==> src/rtl/jtag_types_pkg.sv <==
`default_nettype none
// ============================================================================
//  Module      : jtag_types_pkg
//  Description : Shared types and constants for the JTAG DR packer.
//  Revision    : 1.0 - initial release
// ============================================================================
package jtag_types_pkg;

  // Packer sequencing states; explicit 2-bit encoding.
  typedef enum logic [1:0] {
    IDLE  = 2'd0,
    SHIFT = 2'd1,
    PAUSE = 2'd2,
    FLUSH = 2'd3
  } packer_state_t;

  // Bit positions of the status word loaded into the shift register at Capture-DR.
  localparam int STAT_OVF     = 0;
  localparam int STAT_PART    = 1;
  localparam int STAT_CNT_LSB = 2;

endpackage
`default_nettype wire

==> src/rtl/jtag_dr_packer.sv <==
`default_nettype none
// ============================================================================
//  Module      : jtag_dr_packer
//  Description : Packs TDI bits shifted during Shift-DR into WIDTH-bit words,
//                pushes them into the TCK-domain FIFO and reports drop status
//                on TDO after Capture-DR.
//  Revision    : 1.0 - initial release
// ============================================================================
module jtag_dr_packer
  import jtag_types_pkg::*;
#(
  parameter int WIDTH       = 8,
  parameter bit PAD_PARTIAL = 1'b1
) (
  input  logic             TCK,
  input  logic             TRST,
  input  logic             capture_dr,
  input  logic             shift_dr,
  input  logic             update_dr,
  input  logic             tdi,
  input  logic             fifo_full,
  input  logic             clr_status,
  output logic             wr_en,
  output logic [WIDTH-1:0] data_in,
  output logic             tdo,
  output logic             overflow,
  output logic             partial_drop,
  output logic [WIDTH-3:0] drop_cnt
);

  localparam int               CNT_W    = $clog2(WIDTH);
  localparam logic [CNT_W-1:0] LAST_BIT = CNT_W'(WIDTH - 1);

  packer_state_t    r_state;
  packer_state_t    w_next_state;
  logic [WIDTH-1:0] r_sreg;
  logic [CNT_W-1:0] r_bit_cnt;

  logic             w_last_bit;
  logic             w_flush;
  logic             w_has_partial;
  logic             w_pad_push;
  logic             w_part_drop;
  logic             w_push_req;
  logic             w_drop;
  logic [WIDTH-1:0] w_shifted;
  logic [WIDTH-1:0] w_padded;
  logic [WIDTH-1:0] w_word;
  logic [WIDTH-1:0] w_status;

  // The bit at the bottom of the shift register is always the one on the wire.
  assign tdo = r_sreg[0];

  // Next-state decode: shift_dr dominates, capture_dr returns to IDLE from anywhere.
  always_comb begin
    w_next_state = r_state;
    if (shift_dr) begin
      w_next_state = (r_state == FLUSH) ? IDLE : SHIFT;
    end else if (capture_dr) begin
      w_next_state = IDLE;
    end else begin
      case (r_state)
        IDLE:    w_next_state = IDLE;
        SHIFT:   w_next_state = update_dr ? FLUSH : PAUSE;
        PAUSE:   w_next_state = update_dr ? FLUSH : PAUSE;
        FLUSH:   w_next_state = IDLE;
        default: w_next_state = IDLE;
      endcase
    end
  end

  // Per-cycle actions: word completion, partial-word flush, drop detection, status word.
  always_comb begin
    w_last_bit    = shift_dr && (r_bit_cnt == LAST_BIT);
    w_flush       = !shift_dr && !capture_dr && update_dr &&
                    ((r_state == SHIFT) || (r_state == PAUSE));
    w_has_partial = w_flush && (r_bit_cnt != '0);
    w_pad_push    = w_has_partial && PAD_PARTIAL;
    w_part_drop   = w_has_partial && !PAD_PARTIAL;
    w_push_req    = w_last_bit || w_pad_push;
    w_drop        = w_push_req && fifo_full;
    w_shifted     = {tdi, r_sreg[WIDTH-1:1]};
    // A partial word of n bits sits in the top n bits of the register; slide it
    // down to bit 0 so the stale bits fall off and zeros fill the top.
    w_padded      = r_sreg >> (WIDTH - int'(r_bit_cnt));
    w_word        = w_last_bit ? w_shifted : w_padded;
    w_status                             = '0;
    w_status[STAT_OVF]                   = overflow;
    w_status[STAT_PART]                  = partial_drop;
    w_status[WIDTH-1:STAT_CNT_LSB]       = drop_cnt;
  end

  // State, shift register, bit counter, FIFO push and sticky status.
  always_ff @(posedge TCK or posedge TRST) begin
    if (TRST) begin
      r_state      <= IDLE;
      r_sreg       <= '0;
      r_bit_cnt    <= '0;
      wr_en        <= 1'b0;
      data_in      <= '0;
      overflow     <= 1'b0;
      partial_drop <= 1'b0;
      drop_cnt     <= '0;
    end else begin
      r_state <= w_next_state;
      wr_en   <= 1'b0;

      if (shift_dr) begin
        r_sreg    <= w_shifted;
        r_bit_cnt <= w_last_bit ? '0 : r_bit_cnt + 1'b1;
      end else if (capture_dr) begin
        r_sreg    <= w_status;
        r_bit_cnt <= '0;
      end else if (w_flush) begin
        r_bit_cnt <= '0;
      end

      if (w_push_req && !fifo_full) begin
        wr_en   <= 1'b1;
        data_in <= w_word;
      end

      // Clearing wins over any set or increment landing in the same cycle.
      if (clr_status) begin
        overflow     <= 1'b0;
        partial_drop <= 1'b0;
        drop_cnt     <= '0;
      end else begin
        if (w_drop) begin
          overflow <= 1'b1;
          if (drop_cnt != '1) begin
            drop_cnt <= drop_cnt + 1'b1;
          end
        end
        if (w_part_drop) begin
          partial_drop <= 1'b1;
        end
      end
    end
  end

endmodule
`default_nettype wire

==> config.mk <==
export PLATFORM = sky130hd
export DESIGN_NAME = jtag_dr_packer
export DESIGN_NICKNAME = d
export VERILOG_FILES = /design/src/rtl/jtag_types_pkg.sv /design/src/rtl/jtag_dr_packer.sv
export SDC_FILE = /design/constraint.sdc
export NUM_CORES = 1
export LEC_CHECK = 0
export CORE_MARGIN = 8
export CORE_UTILIZATION = 45
export DETAILED_ROUTE_END_ITERATION = 8
export PLACE_DENSITY = 0.69
export RECOVER_POWER = 50
export SLEW_MARGIN = 20
export SYNTH_ARGS = -nofsm -noshare
export SYNTH_HDL_FRONTEND = slang
export SYNTH_SLANG_ARGS = --single-unit
==> constraint.sdc <==
create_clock -name TCK -period 4.1 [get_ports TCK]
set_clock_uncertainty 0.05 [all_clocks]
set_input_delay 0.82 -clock TCK [delete_from_list [all_inputs] [get_ports TCK]]
set_output_delay 0.82 -clock TCK [all_outputs]
set_load 0.05 [all_outputs]
==> metrics.cfg <==
[status]
run_status = finished clean

[floorplan]
die_height_um = 77.2
top_level_ports = 26
std_cell_rows = 22
die-area_mm2 = 0.00596
initial_utilization = 0.464
die-width_um = 77.2
core_mm2 = 0.00363

[finish]
flow.area_growth_from_synthesis_pct = 18.9
layout-drive-gt1-share = 0.110
postLayoutCoreUtil = 0.552
antenna-diode-count = 0
finalNetCount = 195
design_area_mm2 = 0.00200
final_cells = 229

[synth]
syn_area_mm2 = 0.00169
syn_avg_cell_area_um2 = 10.5
synth_edf_count = 0
post-synth-top-area-cell = sky130_fd_sc_hd__dfrtp_1
synthArstFlopShare = 1.00
synth.area.top_cells = sky130_fd_sc_hd__dfrtp_1 (43%), sky130_fd_sc_hd__mux2i_1 (11%), sky130_fd_sc_hd__ha_1 (4.5%)
seq_area_frac_synth = 0.431
synthDistinctLibCells = 42
post_synth_inst_count = 160
ys_ff_latch = 29
yosysMostFrequentCell = sky130_fd_sc_hd__dfrtp_1
yosys_warnings = 0
synthesis.nets = 174
netlist_top_cells_count = sky130_fd_sc_hd__dfrtp_1 (29), sky130_fd_sc_hd__nand2_1 (20), sky130_fd_sc_hd__mux2i_1 (18), sky130_fd_sc_hd__o21ai_0 (14)
ys_dominant_reg_cell = sky130_fd_sc_hd__dfrtp_1
synth.top_cell.area_share = 0.431

[timing]
timing.slew.headroom = 0.285
rsz0062_at_grt = false
fmax_ghz = 0.367
finalSetupViolations = 0
final_max_slew_viols = 0
worst_slack_ps = 1370
final_min_period_over_clock_period = 0.665
worst_slew_pin_slew_ps = 1070
setup_total_negative_slack_ps = 0
timing.hold.ws_ps = 453
finalCriticalPeriod_ps = 2730
hold_violations = 0

[placed_design]
dpl-instance-area_mm2 = 0.00192
gp_congestion = 0.879
hpwl_um = 2800
dp.cells = 222
port_buffers = 24
pre_cts_slack_ps = 1120

[global_routing]
vias_in_the_first_global_route = 1366
largest_net_degree_at_the_start_of_global_routing = 30
sum_of_overflow_across_all_layers_after_global_routing = 0
global_route.usage.total = 0.135
grt_pass1_wl_um = 6510
grt_antenna_before_repair = 0

[critical_path]
rr_startpoint = r_bit_cnt[0]
r2r_end = data_in[5]
cp-startpoint = shift_dr
critical_path_peak_fanout = 19
timing.reg2reg.setup_slack_ps = 1630
critPathCaptureType = flop
path_class = input pin to flop
critPathArrivalTime_ps = 2830
timing.critical_path.from_type = input pin
required_ps = 4210
cp-endpoint = data_in[5]
r2r.worst_path.cells = 6

[detailed_routing]
route.detailed.wl_per_inst_um = 16.3
antenna_violating_nets_post_route = 0
route.final.wire_length_um = 3730
detail_route.drc_violations = 0
dr.pass1.iters = 4
drt_iter0_drc = 104
viasPerCell = 5.69
via_count = 1303

[power]
comb_power_share = 0.317
sw_share = 0.344
p_total_mw = 0.838
power.ir.vdd_worst_mv = 0.243
powerDensity_mw_per_mm2 = 418
internal_power_mw = 0.549
clock_power_share = 0.275
power.leakage_nw = 0.874
seqPwrFrac = 0.408
p_switching_mw = 0.289

[clock_network]
cts_max_level = 2
tritoncts = done
cts_setup_buffers = 0
cts-resized-gates = 0
cts.path.max_buffers = 2
tritoncts_num_sinks = 29
cts.hold.buffers_added = 0
cts-buffers-inserted = 5
root_buffer = sky130_fd_sc_hd__clkbuf_8
clk_transition_reported_paths_ps = 50
later_pin_clock_latency_in_the_skew_report_ps = 270

[min_path]
hold_path.startpoint = data_in[7]
timing.hold.worst.class = flop to flop

[flow_run]
drv.max_cap_violation_count = 0

## cell usage in the layout (no fill, tap or decap), types with 2 or more instances in the layout
master,instances
sky130_fd_sc_hd__dfrtp_1,29
sky130_fd_sc_hd__clkdlybuf4s50_1,21
sky130_fd_sc_hd__nand2_1,20
sky130_fd_sc_hd__mux2i_1,18
sky130_fd_sc_hd__o21ai_0,14
sky130_fd_sc_hd__inv_1,6
sky130_fd_sc_hd__a22o_1,6
sky130_fd_sc_hd__ha_1,6
sky130_fd_sc_hd__clkbuf_8,6
sky130_fd_sc_hd__nor2_1,5
sky130_fd_sc_hd__mux2_2,5
sky130_fd_sc_hd__nor3_1,4
sky130_fd_sc_hd__a211oi_1,3
sky130_fd_sc_hd__dlygate4sd3_1,3
sky130_fd_sc_hd__nor2_4,2
sky130_fd_sc_hd__nand2b_1,2
sky130_fd_sc_hd__a21oi_1,2
sky130_fd_sc_hd__a31oi_1,2
sky130_fd_sc_hd__a311oi_1,2
sky130_fd_sc_hd__a2bb2oi_1,2
sky130_fd_sc_hd__a222oi_1,2
sky130_fd_sc_hd__o31ai_1,2
## worst max-delay path, stage by stage
cell and delay, ps:
sky130_fd_sc_hd__dlygate4sd3_1 940, sky130_fd_sc_hd__and2_4 350, sky130_fd_sc_hd__a31oi_4 110, sky130_fd_sc_hd__nor2_4 230
sky130_fd_sc_hd__mux2_2 360
## flip-flops by register name, summed over array words and instances (netlist names)
name	flops
r_bit_cnt	3
drop_cnt	6
wr_en	1
data_in	8
r_sreg	8
overflow	1
r_state	2
## cells by family (layout without fill, tap and decap cells)
kind of cell | after synthesis | count (layout) | share of synthesized area
flip-flops | 29 | 29 | 0.431
other | 1 | 1 | 0.00223
buffers and inverters | 16 | 37 | 0.0534
AO/OA/AOI/OAI | 42 | 42 | 0.183
adder cells (fa/ha/maj) | 6 | 6 | 0.0445
AND/OR/NAND/NOR | 43 | 43 | 0.146
multiplexers | 23 | 23 | 0.140
## power groups by stage
stage	registers, mW	clock network [mW]	logic, mW
finish	0.342	0.231	0.266
global route	0.347	0.251	0.285
CTS	0.342	0.240	0.267
detailed placement	0.347	0	0.267
global placement	0.345	0	0.260
floorplan	0.405	0	0.134
## layer usage
layer	up-vias	wire length (um)	track usage
met3	7	265	0.0606
met5	-	0	0
li1	625	-	-
met2	42	1840	0.216
met4	0	66	0.0811
met1	629	1560	0.144
## area by class of cell
cell class,instances,area (um^2)
well taps,48,60.1
clock buffers,7,86.3
multi-input cells,115,870
inverters,6,22.5
repair buffers,24,240
fillers,342,1630
flip-flops and latches,29,726
## worst min-delay path by stage
stage,to,slack (ps),cells past startpoint
after floorplan,r_sreg[0],440,2
after global placement,data_in[4],440,1
after detailed placement,data_in[7],450,1
after CTS,data_in[7],460,1
after global routing,data_in[6],490,1
final,data_in[7],450,1
Note: power is estimated with default switching activity, not from simulation.
